<file path="config.mk">
export PLATFORM = sky130hd
export DESIGN_NAME = clock_div_sequencer
export DESIGN_NICKNAME = d
export VERILOG_FILES = /design/src/rtl/clock_div_sequencer.sv
export SDC_FILE = /design/constraint.sdc
export NUM_CORES = 1
export LEC_CHECK = 0
export CELL_PAD_IN_SITES_DETAIL_PLACEMENT = 1
export CELL_PAD_IN_SITES_GLOBAL_PLACEMENT = 1
export CORE_MARGIN = 10
export CORE_UTILIZATION = 40
export CTS_CLUSTER_DIAMETER = 80
export DETAILED_ROUTE_END_ITERATION = 7
export PLACE_DENSITY = 0.8
export SLEW_MARGIN = 20
export SYNTH_ARGS = -nofsm -noshare
export SYNTH_HDL_FRONTEND = slang
export SYNTH_SLANG_ARGS = --single-unit
</file>
<file path="constraint.sdc">
create_clock -name clk -period 7.2 [get_ports clk]
set_input_delay 0.72 -clock clk [delete_from_list [all_inputs] [get_ports clk]]
set_output_delay 0.72 -clock clk [all_outputs]
set_load 0.005 [all_outputs]
</file>
<file path="src/rtl/clock_div_sequencer.sv">
// Lock-gated programmable clock divider: produces a divided clock, a period-start
// enable strobe and a phase index once PLL lock has been stable for LOCK_HOLD cycles.
module clock_div_sequencer #(
  parameter int unsigned DIV_WIDTH   = 4,
  parameter int unsigned DIV_DEFAULT = 5,
  parameter int unsigned LOCK_HOLD   = 255,
  parameter int unsigned CNT_WIDTH   = 8
) (
  input  logic                 clk,
  input  logic                 rst,
  input  logic                 pll_lock,
  input  logic [DIV_WIDTH-1:0] div_sel,
  input  logic                 div_load,
  input  logic                 lock_lost_clr,
  output logic                 clk_div,
  output logic                 clk_en,
  output logic [DIV_WIDTH-1:0] phase,
  output logic                 ready,
  output logic                 lock_lost,
  output logic [CNT_WIDTH-1:0] lock_lost_count
);

  localparam logic [DIV_WIDTH-1:0] DIV_MIN     = DIV_WIDTH'(2);
  localparam logic [DIV_WIDTH-1:0] DIV_RST     = DIV_WIDTH'(DIV_DEFAULT);
  localparam logic [CNT_WIDTH-1:0] SETTLE_LAST = CNT_WIDTH'(LOCK_HOLD - 1);
  localparam logic [CNT_WIDTH-1:0] CNT_MAX     = '1;

  typedef enum logic [1:0] {WAIT_LOCK, SETTLE, RUN} state_t;

  state_t               state, state_nxt;
  logic                 sync1, slock;
  logic [CNT_WIDTH-1:0] settle_cnt, settle_nxt;
  logic [DIV_WIDTH-1:0] div_cur, div_cur_nxt, div_pend, div_pend_nxt;
  logic                 pend, pend_nxt;
  logic [DIV_WIDTH-1:0] phase_nxt;
  logic                 clk_div_nxt, clk_en_nxt, ready_nxt, lost_set;
  logic                 lock_lost_nxt;
  logic [CNT_WIDTH-1:0] lost_cnt_nxt;
  logic [DIV_WIDTH-1:0] load_val, eff_pend;
  logic                 have_pend, wrap;

  // Two-flop synchroniser for the asynchronous lock input
  always_ff @(posedge clk or posedge rst) begin
    if (rst) begin
      sync1 <= 1'b0;
      slock <= 1'b0;
    end else begin
      sync1 <= pll_lock;
      slock <= sync1;
    end
  end

  always_ff @(posedge clk or posedge rst) begin
    if (rst) state <= WAIT_LOCK;
    else     state <= state_nxt;
  end

  always_comb begin
    state_nxt = state;
    case (state)
      WAIT_LOCK: if (slock) state_nxt = SETTLE;
      SETTLE: begin
        if (!slock)                       state_nxt = WAIT_LOCK;
        else if (settle_cnt == SETTLE_LAST) state_nxt = RUN;
      end
      RUN:       if (!slock) state_nxt = WAIT_LOCK;
      default:   state_nxt = WAIT_LOCK;
    endcase
  end

  // A load in the current cycle bypasses the pending register so it can land on this wrap
  assign load_val  = (div_sel < DIV_MIN) ? DIV_MIN : div_sel;
  assign eff_pend  = div_load ? load_val : div_pend;
  assign have_pend = div_load | pend;
  assign wrap      = (phase == div_cur - DIV_WIDTH'(1));

  always_comb begin
    phase_nxt    = '0;
    clk_div_nxt  = 1'b0;
    clk_en_nxt   = 1'b0;
    ready_nxt    = 1'b0;
    lost_set     = 1'b0;
    settle_nxt   = settle_cnt;
    div_cur_nxt  = div_cur;
    div_pend_nxt = eff_pend;
    pend_nxt     = have_pend;
    case (state)
      WAIT_LOCK: begin
        settle_nxt = '0;
        if (have_pend) begin
          div_cur_nxt = eff_pend;
          pend_nxt    = 1'b0;
        end
      end
      SETTLE: begin
        if (have_pend) begin
          div_cur_nxt = eff_pend;
          pend_nxt    = 1'b0;
        end
        if (!slock) begin
          lost_set = 1'b1;
        end else if (settle_cnt == SETTLE_LAST) begin
          ready_nxt   = 1'b1;
          clk_en_nxt  = 1'b1;
          clk_div_nxt = 1'b1;
        end else begin
          settle_nxt = settle_cnt + CNT_WIDTH'(1);
        end
      end
      RUN: begin
        if (!slock) begin
          lost_set = 1'b1;
        end else begin
          ready_nxt = 1'b1;
          if (wrap) begin
            phase_nxt = '0;
            if (have_pend) begin
              div_cur_nxt = eff_pend;
              pend_nxt    = 1'b0;
            end
          end else begin
            phase_nxt = phase + DIV_WIDTH'(1);
          end
          clk_en_nxt  = (phase_nxt == '0);
          clk_div_nxt = (phase_nxt < (div_cur_nxt >> 1));
        end
      end
      default: settle_nxt = '0;
    endcase
    lock_lost_nxt = lost_set | (lock_lost & ~lock_lost_clr);
    lost_cnt_nxt  = (lost_set && lock_lost_count != CNT_MAX) ?
                    lock_lost_count + CNT_WIDTH'(1) : lock_lost_count;
  end

  always_ff @(posedge clk or posedge rst) begin
    if (rst) begin
      settle_cnt      <= '0;
      div_cur         <= DIV_RST;
      div_pend        <= DIV_RST;
      pend            <= 1'b0;
      phase           <= '0;
      clk_div         <= 1'b0;
      clk_en          <= 1'b0;
      ready           <= 1'b0;
      lock_lost       <= 1'b0;
      lock_lost_count <= '0;
    end else begin
      settle_cnt      <= settle_nxt;
      div_cur         <= div_cur_nxt;
      div_pend        <= div_pend_nxt;
      pend            <= pend_nxt;
      phase           <= phase_nxt;
      clk_div         <= clk_div_nxt;
      clk_en          <= clk_en_nxt;
      ready           <= ready_nxt;
      lock_lost       <= lock_lost_nxt;
      lock_lost_count <= lost_cnt_nxt;
    end
  end

endmodule

</file>
Word-level counts from Yosys, hierarchy flattened:

Cells that the tools add are included.

* add/subtract/negate cells: 4
* magnitude comparators: 2
* equality and inequality tests: 12
* multiplexer cells: 34
* bitwise gates (word level): 5
* reductions and logical operators: 10

Operators with widths (count)
* $mux W4: 12
* $add A8 B1 Y8 const B: 2
* $mux W8: 2
* $pmux W8 S2: 1
* $ne A2 B2 Y1 const B: 6
* $mux W1: 9
* $reduce_and A3 Y1: 3
* $eq A8 B8 Y1 const B: 1
* $mux W2: 4
* $ne A8 B8 Y1 const B: 1
* $pmux W1 S2: 4
* $pmux W4 S2: 1
* $pmux W2 S3: 1
* $add A4 B1 Y4 const B: 1
* $eq A4 B4 Y1: 1
* $logic_not A4 Y1: 1
* $lt A4 B2 Y1 const B: 1
* $lt A4 B3 Y1: 1
* $reduce_or A2 Y1: 2
* $sub A4 B1 Y4 const B: 1
* $ne A3 B3 Y1 const B: 1
* $eq A2 B1 Y1 const B: 1
* $eq A2 B2 Y1 const B: 1
* $logic_not A2 Y1: 1
* 6 further kinds: 8

* register bits: 37
* bits of input ports: 9
* output and inout port bits: 16
* word-level logic and storage cells: 81

Logic depth before layout (Yosys ltp):

Gate-level depths: netlist of the first run.

* depth in word-level cells: 10
* gate-level depth with buffers: 12
* mapped depth without buffers: 12

Worst setup path before layout of the first run:

OpenSTA, ideal clock, no wires.

* kind: register to register
* start: reg div_cur[0]
* end: reg clk_div
* library setup time: 123 ps
* data arrival time: 2381 ps
* data required time: 7077 ps
* setup slack: 4695 ps
* cell stages (with the launch flop): 13
* clock period less this slack: 2505 ps
* cells stage by stage: dfstp_2 inv_1 ha_1 xor2_1 nand3_2 nor2_1 o21a_1 mux2i_1 ha_1 nor3_1 a32o_1 a21oi_1 a211oi_2

* word-level cells in the longest chain between the ends: 8
* elaborated cells between the ends (all ways): 11

Ends and longest elaborated chain
* start, declared: line 33 `logic [DIV_WIDTH-1:0] div_cur, div_cur_nxt, div_pend, div_pend_nxt;`
* start signal, assigned: line 149 `div_cur <= div_cur_nxt;`
* $sub A4 B1 Y4 *: line 75 `assign wrap = (phase == div_cur - DIV_WIDTH'(1));`
* $eq A4 B4 Y1 *: line 75
* $mux W4: line 115 `if (wrap) begin`
* $mux W4: line 111 `if (!slock) begin`
* $mux W4: line 87 `case (state)`
* $lt A4 B3 Y1 *: line 125 `clk_div_nxt = (phase_nxt < (div_cur_nxt >> 1));`
* $mux W1 *: line 111
* $pmux W1 S2 *: line 87
* net clk_div_nxt: line 36 `logic clk_div_nxt, clk_en_nxt, ready_nxt, lost_set;`
* end signal, assigned: line 153 `clk_div <= clk_div_nxt;`
* end, declared: line 15 `output logic clk_div,`

The timed path passes the listed nets; every way through them passes the cells marked *. The select of a mux whose other input is x is not followed.
A chain may end at the register's enable or synchronous reset.

Worst setup path in the final report of the first run:

Same ends and word-level chain as after synthesis.

==> results of run 1 <==
## power by group
part	internal, mW	switching (mW)	total, mW
Combinational	0.0794	0.0799	0.159
Sequential	0.238	0.0306	0.269
Clock	0.0667	0.0744	0.141
## logic make-up after synthesis
logic type / count (synthesis) / share of synthesized area
AND/OR/NAND/NOR: 59 / 0.154
adder cells (fa/ha/maj): 11 / 0.0703
buffers and inverters: 16 / 0.0320
multiplexers: 9 / 0.0505
flip-flops: 37 / 0.476
AO/OA/AOI/OAI: 32 / 0.125
XOR/XNOR: 19 / 0.0921
## worst max path at each step
stage               startpoint       to  slack, ns
floorplan           div_cur[0]  clk_div       4.70
global placement    div_cur[0]  clk_div       4.49
detailed placement  div_cur[0]  clk_div       4.43
CTS                 div_cur[0]  clk_div       4.42
global route        div_cur[0]  clk_div       4.18
finish              div_cur[0]  clk_div       4.42
## metal layers
metal,routed length [µm],up-vias,GRT usage
met4,65,0,0.0438
met1,2090,681,0.139
met5,0,-,0
met3,205,6,0.0391
li1,-,701,-
met2,1860,26,0.166
## synthesized netlist by cell type (2+ instances only)
cell	number	area share
and3_1	4	0.013
mux2i_1	2	0.010
a21oi_1	6	0.015
nor3_1	2	0.0051
nor2_1	21	0.040
xnor2_1	13	0.058
dfrtp_1	33	0.42
clkbuf_1	2	0.0038
dfstp_2	4	0.054
mux2_1	3	0.017
a2111oi_0	4	0.018
o211ai_1	2	0.0077
inv_1	12	0.023
nand4_1	5	0.016
mux2_2	4	0.023
nand3_1	6	0.015
ha_1	11	0.070
and4_1	2	0.0090
o22ai_1	2	0.0064
o21a_1	2	0.0077
o21ai_0	5	0.013
nand2_1	13	0.025
buf_2	2	0.0051
xor2_1	5	0.022
## state kept, by name, indices dropped and copies added (netlist names)
signal           flops
clk_en               1
clk_div              1
pend                 1
sync1                1
slock                1
phase                4
div_cur              4
lock_lost            1
ready                1
div_pend             4
settle_cnt           8
lock_lost_count      8
state                2
## through the flow
stage	hold slack (ns)	total power, mW	worst slack, ns	instance area [µm²]	instances
after floorplan	0.331	0.366	4.70	1960	183
after CTS	0.352	0.578	4.42	2360	279
after detailed placement	0.336	0.432	4.43	2270	271
after global routing	0.365	0.613	4.18	2360	279
after global placement	0.334	0.427	4.49	2270	271
final	0.348	0.569	4.42	2360	279
## final cells by class
type / instances / area (µm²)
fillers: 516 / 2370
multi-input cells: 130 / 963
flip-flops and latches: 37 / 931
repair buffers: 25 / 248
well taps: 67 / 83.8
clock buffers: 5 / 68.8
inverters: 12 / 45.0
clock inverters: 3 / 17.5
==> out/metrics.cfg, run 1 <==
[cells_and_area]
drive_above_1_share=0.108
num-nets-final=231
final_util=0.499
insertedDiodeCount=0
final_common_cell=dfrtp_1
final_cell_mix=dfrtp_1, clkdlybuf4s50_1, nor2_1, xnor2_1, nand2_1
syn_to_final_growth_pct=20.5

[die]
die-area_um2=8090
pin_count=25
initial_utilization=0.414
num_rows=25
fp.dieH_um=89.9
core_um2=4720
die_x_um=89.9

[timing]
hold_viol_final=0
min_period_ns=2.78
slew-limit-headroom=0.609
tightest_slew_ns=0.571
setup_viol=0
skew_ns=0.00816
drv_slew=0
rsz0062_at_grt=no
post-route-period-util=0.386
fmax_mhz=360
setup_tns_ns=0

[clock_network]
cts_tree=done
ctsHoldBuffers=0
cts_buffers=5
root_buffer=clkbuf_8
htree_levels=2
cts_resized=0
clock_latency_ns=0.29
cts_sinks=37
cts_max_path_buffers=2
cts_setup_buffers=0
path_clk_slew_ns=0.07

[worst_hold_path]
worstHoldStart=sync1
hold_path_depth=0
hold_class=reg2reg
whs_endpoint=slock

[yosys]
synth_cells=183
avgSynthCellArea_um2=10.7
ys_seq_area_frac=0.476
syn_area_um2=1960
syn-num-nets=203
ys_seq_elements=37
synth-edff-count=0
synth_cell_types=42
yosysWarningCount=0
synth_flop_cell=dfrtp_1
synth-async-reset-ratio=1.00

[worst_setup_path]
cp.arrival_ns=2.98
ff2ff_setup_slack_ns=4.42
cp_max_fo=7
reg2reg_to=clk_div
cp.depth=12
worstSetupPathType=reg2reg
worst_path_most_repeated_cell=ha_1
ff2ff_path_depth=12
r2r-start=div_cur[0]
max_stage_delay_ns=0.56
required_ns=7.41
critPathBufInv=1
cp-end-kind=flop
critPathTopFamily=simple AND/OR/NAND/NOR gates
cpMaxStageDelayCell=dfstp_2
crit_chain=inv_1 -> ha_1 -> xor2_1 -> nand3_2 -> nor2_1 -> o21a_1 -> mux2i_1 -> ha_1 -> nor3_1 -> a32o_1 -> a21oi_1 -> a211oi_2
startpoint_type=flop

[grt]
gr-total-overflow=0
grt_antenna_before_repair=0
grt_pass1_vias=1557
grt_usage=0.110
grt_pass1_wl_mm=7.53
grt_max_degree=38

[flow_run]
cap_violations=0

[status]
status=finished, final reports clean

[detailed_routing]
firstDrtPassIters=4
wl_per_cell_um=15.1
route.vias.total=1414
route.antenna.remaining_nets=0
totalWireLength_mm=4.21
drt_iter0_drc=89
post-route-drc-count=0
via_per_inst=5.07

[power_and_ir_drop]
cellPowerDensity_nw_per_um2=242
cellLeakagePower_nw=0.977
ir_drop_mv=0.140

[place]
io_buffer_count=24
place_congestion=0.811
dp_hpwl_mm=3.02

No activity file was read; power rests on OpenSTA's default activity.
==> run 2: changes to the inputs <==
==> constraint.sdc (replaced) <==
create_clock -name clk -period 2.8 [get_ports clk]
set_input_delay 0.28 -clock clk [delete_from_list [all_inputs] [get_ports clk]]
set_output_delay 0.28 -clock clk [all_outputs]
set_load 0.005 [all_outputs]
==> run 2 against run 1 <==
Effect of this change: flip-flop and latch count unchanged; via count up 3.0%; first-iteration DRC count up 1.1%; clock skew about the same; non-clock buffer count up 1; cell area up 0.48%; critical path depth unchanged; clock power rose to 2.7 times the previous value; global-route usage down 0.27 points; maximum frequency up 9.1%.
==> out/metrics.cfg, run 2 (synthesis gave the netlist of run 1 again) <==
[status]
status=finished, final reports clean

[grt]
grt_antenna_before_repair=0  ; unchanged
grt_max_degree=38  ; unchanged
gr-total-overflow=0  ; unchanged
grt_usage=0.107  ; -0.00269
grt_pass1_vias=1535  ; -1.4%
grt_pass1_wl_mm=7.45  ; -1.2%

[worst_setup_path]
required_ns=3.00  ; -4.41 ns
cp-end-kind=flop
cp_max_fo=4  ; -3
startpoint=div_cur[0]
cp.arrival_ns=2.74  ; -0.24 ns
r2r-start=div_cur[0]
worstSetupPathType=reg2reg
startpoint_type=flop

[timing]
setup_viol=0  ; unchanged
fmax_mhz=393  ; +9.1%
hold_ws_ns=0.354  ; +0.00598 ns
setup_tns_ns=0  ; unchanged
hold_viol_final=0  ; unchanged
tightest_slew_ns=0.541  ; -0.0305 ns
post-route-period-util=0.909  ; +0.524
fin_ws_ns=0.254  ; -4.17 ns
drv_slew=0  ; unchanged
slew-limit-headroom=0.630  ; +0.0208
min_period_ns=2.55  ; -0.230 ns
rsz0062_at_grt=no
skew_ns=0.00858  ; +0.000427 ns

[die]
core_um2=4720  ; unchanged
die-area_um2=8090  ; unchanged
fp.dieH_um=89.9  ; unchanged
num_rows=25  ; unchanged
die_x_um=89.9  ; unchanged
initial_utilization=0.414  ; unchanged
pin_count=25  ; unchanged

[clock_network]
cts_sinks=37  ; unchanged
ctsHoldBuffers=0  ; unchanged
cts_buffers=5  ; unchanged
cts_setup_buffers=0  ; unchanged
cts_resized=0  ; unchanged
cts_tree=done
cts_max_path_buffers=2  ; unchanged
clock_latency_ns=0.29  ; about the same
htree_levels=2  ; unchanged
path_clk_slew_ns=0.08  ; about the same
root_buffer=clkbuf_8

[place]
place_congestion=0.797  ; -1.7%
place_ws_ns=0.275  ; -4.16 ns
dpl-instance-area_um2=2280  ; +0.33%
io_buffer_count=24  ; unchanged
dp_hpwl_mm=3.14  ; +3.8%

[detailed_routing]
route.antenna.remaining_nets=0  ; unchanged
wl_per_cell_um=14.9  ; -1.6%
highest_layer=met4
firstDrtPassIters=2  ; -2
drt_iter0_drc=90  ; +1.1%
post-route-drc-count=0  ; unchanged
route.vias.total=1457  ; +3.0%
wl_met3_um=195  ; -4.9%
totalWireLength_mm=4.16  ; -1.2%
wl_met2_mm=1.90  ; +2.5%
wl_met1_mm=2.01  ; -3.5%
via_per_inst=5.20  ; +2.7%

[worst_hold_path]
worstHoldStart=sync1
hold_class=reg2reg

[cells_and_area]
drive_above_1_share=0.103  ; -0.00520
syn_to_final_growth_pct=21.0
fin_area_um2=2370  ; +0.48%
insertedDiodeCount=0  ; unchanged
final_cell_mix=dfrtp_1, clkdlybuf4s50_1, nor2_1, xnor2_1, nand2_1
num-nets-final=232  ; +0.43%
final_common_cell=dfrtp_1
top_regs=lock_lost_count: 8 flops, settle_cnt: 8 flops

[power_and_ir_drop]
ir_drop_mv=0.369  ; +160%
cellPowerDensity_nw_per_um2=624  ; +160%
cellLeakagePower_nw=0.984  ; +0.71%

[flow_run]
cap_violations=0  ; unchanged

[run 2: cell count changes in the layout (fill, tap and decap cells not counted), sizes merged]
cell / change
clkinv: -2
buf: +1
clkinvlp: -1
clkbuf: +3
[run 2: area by class of cell]
type	instances	area [µm²]
flip-flops and latches	37	931
inverters	12	45.0
repair buffers	26	255
clock buffers	8	90.1
fillers	527	2350
well taps	67	83.8
multi-input cells	130	963
[run 2: layer usage]
layer | GRT usage | up-vias
li1 | - | 700
met5 | 0 | -
met1 | 0.136 | 725
met4 | 0.0385 | 0
met2 | 0.166 | 25
met3 | 0.0357 | 7
[run 2: path summary, 6_finish.rpt]
check,end,cells past startpoint,slack [ns]
worst max-delay path,clk_div,12,0.25
worst min-delay path,slock,0,0.35
worst max register to register,clk_div,12,0.25
worst min register to register,slock,0,0.35
max in group asynchronous,div_pend[2],3,2.04
min in group asynchronous,div_cur[1],3,0.41
[run 2: per-stage QoR]
step	cells	total power, mW	util
CTS	280	1.50	0.501
global placement	272	1.10	0.482
floorplan	183	0.942	-
detailed placement	272	1.11	0.482
finish	280	1.48	0.501
global route	280	1.59	0.501
[run 2: power by group]
group	internal (mW)	switching [mW]	leakage (nW)
registers	0.613	0.0793	0.474
clock network	0.201	0.181	0.0455
logic	0.205	0.198	0.464
total	1.02	0.459	0.984
[run 2: critical path: stages, from the launching register on]
cell	delay [ns]
dfstp_2	0.57
inv_1	0.05
ha_1	0.29
xor2_1	0.16
nand3_2	0.13
nor2_1	0.17
o21a_1	0.19
mux2i_1	0.09
ha_1	0.19
nor3_1	0.26
a32o_1	0.17
a21oi_1	0.05
a211oi_2	0.15
==> run 3: changes to the inputs <==
--- a/config.mk
+++ b/config.mk
@@ -8,10 +8,10 @@
 export CELL_PAD_IN_SITES_DETAIL_PLACEMENT = 1
 export CELL_PAD_IN_SITES_GLOBAL_PLACEMENT = 1
 export CORE_MARGIN = 10
-export CORE_UTILIZATION = 40
+export CORE_UTILIZATION = 43
 export CTS_CLUSTER_DIAMETER = 80
 export DETAILED_ROUTE_END_ITERATION = 7
-export PLACE_DENSITY = 0.8
+export PLACE_DENSITY = 0.85
 export SLEW_MARGIN = 20
 export SYNTH_ARGS = -nofsm -noshare
 export SYNTH_HDL_FRONTEND = slang
==> run 3 against run 2 <==
Effect of this change: clock skew shrank 0.0030 ns; clock-buffer cell count shrank 1; global-route usage grew 1.2 points; setup slack lost 0.052 ns; hold slack gained 0.0030 ns; cell area is the same.
==> out/metrics.cfg, run 3 (synthesis gave the netlist of run 1 again) <==
[die]
num_rows=24  ; -4.0%
initial_utilization=0.446  ; +0.0320
core_um2=4380  ; -7.2%
fp.dieH_um=87.5  ; -2.8%
die-area_um2=7650  ; -5.4%
die_x_um=87.5  ; -2.8%
pin_count=25  ; unchanged

[clock_network]
cts_resized=0  ; unchanged
cts_max_path_buffers=2  ; unchanged
cts_tree=done
ctsHoldBuffers=0  ; unchanged
cts_setup_buffers=0  ; unchanged
root_buffer=clkbuf_8
cts_buffers=5  ; unchanged
cts_sinks=37  ; unchanged
path_clk_slew_ns=0.07  ; about the same
clock_latency_ns=0.29  ; about the same
htree_levels=2  ; unchanged

[power_and_ir_drop]
seqPwrFrac=0.459  ; -0.010
pwr-share-comb=0.270  ; -0.003
switching_power_mw=0.472  ; +2.9%
p_int_mw=1.04  ; +2.2%
ir_drop_mv=0.420  ; +14%
clkPwrFrac=0.271  ; +0.012
cellLeakagePower_nw=0.992  ; +0.87%
p_sw_frac=0.312  ; +0.00154
cellPowerDensity_nw_per_um2=639  ; +2.4%

[worst_setup_path]
cp.depth=12  ; unchanged
max_stage_delay_ns=0.56  ; about the same
critPathTopFamily=compound AO/OA/AOI/OAI gates
crit_chain=inv_1 -> ha_1 -> xor2_1 -> nand3_2 -> nor2_2 -> o21a_1 -> mux2i_1 -> ha_1 -> nor3_2 -> a32o_1 -> a21oi_1 -> a211oi_2
r2r-start=div_cur[0]
reg2reg_to=clk_div
required_ns=2.98  ; -0.02 ns
ff2ff_setup_slack_ns=0.20  ; -0.05 ns
worst_path_most_repeated_cell=ha_1
endpoint=clk_div
ff2ff_path_depth=12  ; unchanged
cp.arrival_ns=2.77  ; +0.03 ns
critPathBufInv=1  ; unchanged
startpoint_type=flop
cp_max_fo=4  ; unchanged
worstSetupPathType=reg2reg
cpMaxStageDelayCell=dfstp_2
cp-end-kind=flop
startpoint=div_cur[0]

[place]
dp.cells=257  ; -5.5%
place_congestion=0.793  ; -0.53%
dp_hpwl_mm=3.18  ; +1.3%
place_ws_ns=0.223  ; -0.0519 ns
io_buffer_count=24  ; unchanged

[cells_and_area]
final_common_cell=dfrtp_1
num-nets-final=232  ; unchanged
syn_to_final_growth_pct=21.0  ; unchanged
top_regs=lock_lost_count: 8 flops, settle_cnt: 8 flops
fillCellCount=489  ; -7.2%
finalNonFillerCells=265  ; -5.4%
drive_above_1_share=0.122  ; +0.0188
insertedDiodeCount=0  ; unchanged
final_cell_mix=dfrtp_1, clkdlybuf4s50_1, nor2_1, xnor2_1, nand2_1
final_util=0.540  ; +0.0388

[timing]
tightest_slew_ns=0.568  ; +0.0268 ns
setup_viol=0  ; unchanged
fin_ws_ns=0.202  ; -0.0518 ns
min_period_ns=2.60  ; +0.0518 ns
slew-limit-headroom=0.612  ; -0.0184
hold_viol_final=0  ; unchanged
fmax_mhz=385  ; -2.0%
hold_ws_ns=0.357  ; +0.00305 ns
drv_slew=0  ; unchanged
skew_ns=0.00561  ; -0.00298 ns
post-route-period-util=0.928  ; +0.0185

[detailed_routing]
drt_iter0_drc=108  ; +20%
post-route-drc-count=0  ; unchanged
totalWireLength_mm=4.26  ; +2.4%
via_per_inst=5.54  ; +6.4%
wl_per_cell_um=16.1  ; +8.2%
firstDrtPassIters=4  ; +2
route.vias.total=1467  ; +0.69%
route.antenna.remaining_nets=0  ; unchanged

[grt]
grt_antenna_before_repair=0  ; unchanged
gr-total-overflow=0  ; unchanged
grt_usage=0.120  ; +0.0125
grt_max_degree=38  ; unchanged
grt_pass1_wl_mm=7.40  ; -0.66%
grt_pass1_vias=1536  ; +0.065%

[flow_run]
cap_violations=0  ; unchanged

[worst_hold_path]
hold_class=reg2reg

[status]
status=finished, final reports clean

-- run 3: cell type report --
cell class,instances,area (µm²),share of cell area
Timing Repair Buffer,26,255,0.108
Inverter,12,45.0,0.0190
Multi-Input combinational cell,130,971,0.410
Tap cell,52,65.1,0.0275
Clock inverter,1,5.00,0.00211
Sequential cell,37,931,0.393
Clock buffer,7,96.3,0.0407
-- run 3: worst min path at each step --
stage	startpoint	endpoint	slack, ns	cells after the start
after floorplan	pll_lock	sync1	0.31	0
after global placement	sync1	slock	0.33	0
after detailed placement	sync1	slock	0.35	0
after CTS	sync1	slock	0.36	0
after global routing	sync1	slock	0.38	0
final	sync1	slock	0.36	0
-- run 3: worst register-to-register path: stages, from the launching register on --
cell and delay (ns):
dfstp_2 0.56, inv_1 0.05, ha_1 0.29, xor2_1 0.16, nand3_2 0.14, nor2_2 0.17
o21a_1 0.19, mux2i_1 0.23, ha_1 0.21, nor3_2 0.06, a32o_1 0.20, a21oi_1 0.17
a211oi_2 0.05
-- run 3: power by group through the flow --
stage | registers (mW) | clock network, mW | logic [mW]
after floorplan | 0.686 | 0 | 0.256
after global placement | 0.699 | 0 | 0.399
after detailed placement | 0.702 | 0 | 0.412
after CTS | 0.693 | 0.421 | 0.416
after global routing | 0.710 | 0.447 | 0.463
final | 0.695 | 0.409 | 0.409
-- run 3: stage by stage --
step | TNS (ns) | cell area [µm²] | power [mW]
finish | 0 | 2370 | 1.51
global route | -0.000413 | 2370 | 1.62
CTS | 0 | 2360 | 1.53
detailed placement | 0 | 2260 | 1.11
global placement | 0 | 2260 | 1.10
floorplan | 0 | 1960 | 0.942
-- run 3: per-layer routing --
metal,GRT usage,share of wire,up-vias
li1,-,-,701
met1,0.147,0.46,729
met2,0.180,0.45,31
met3,0.0543,0.068,6
met4,0.0435,0.014,0
met5,0,0,-
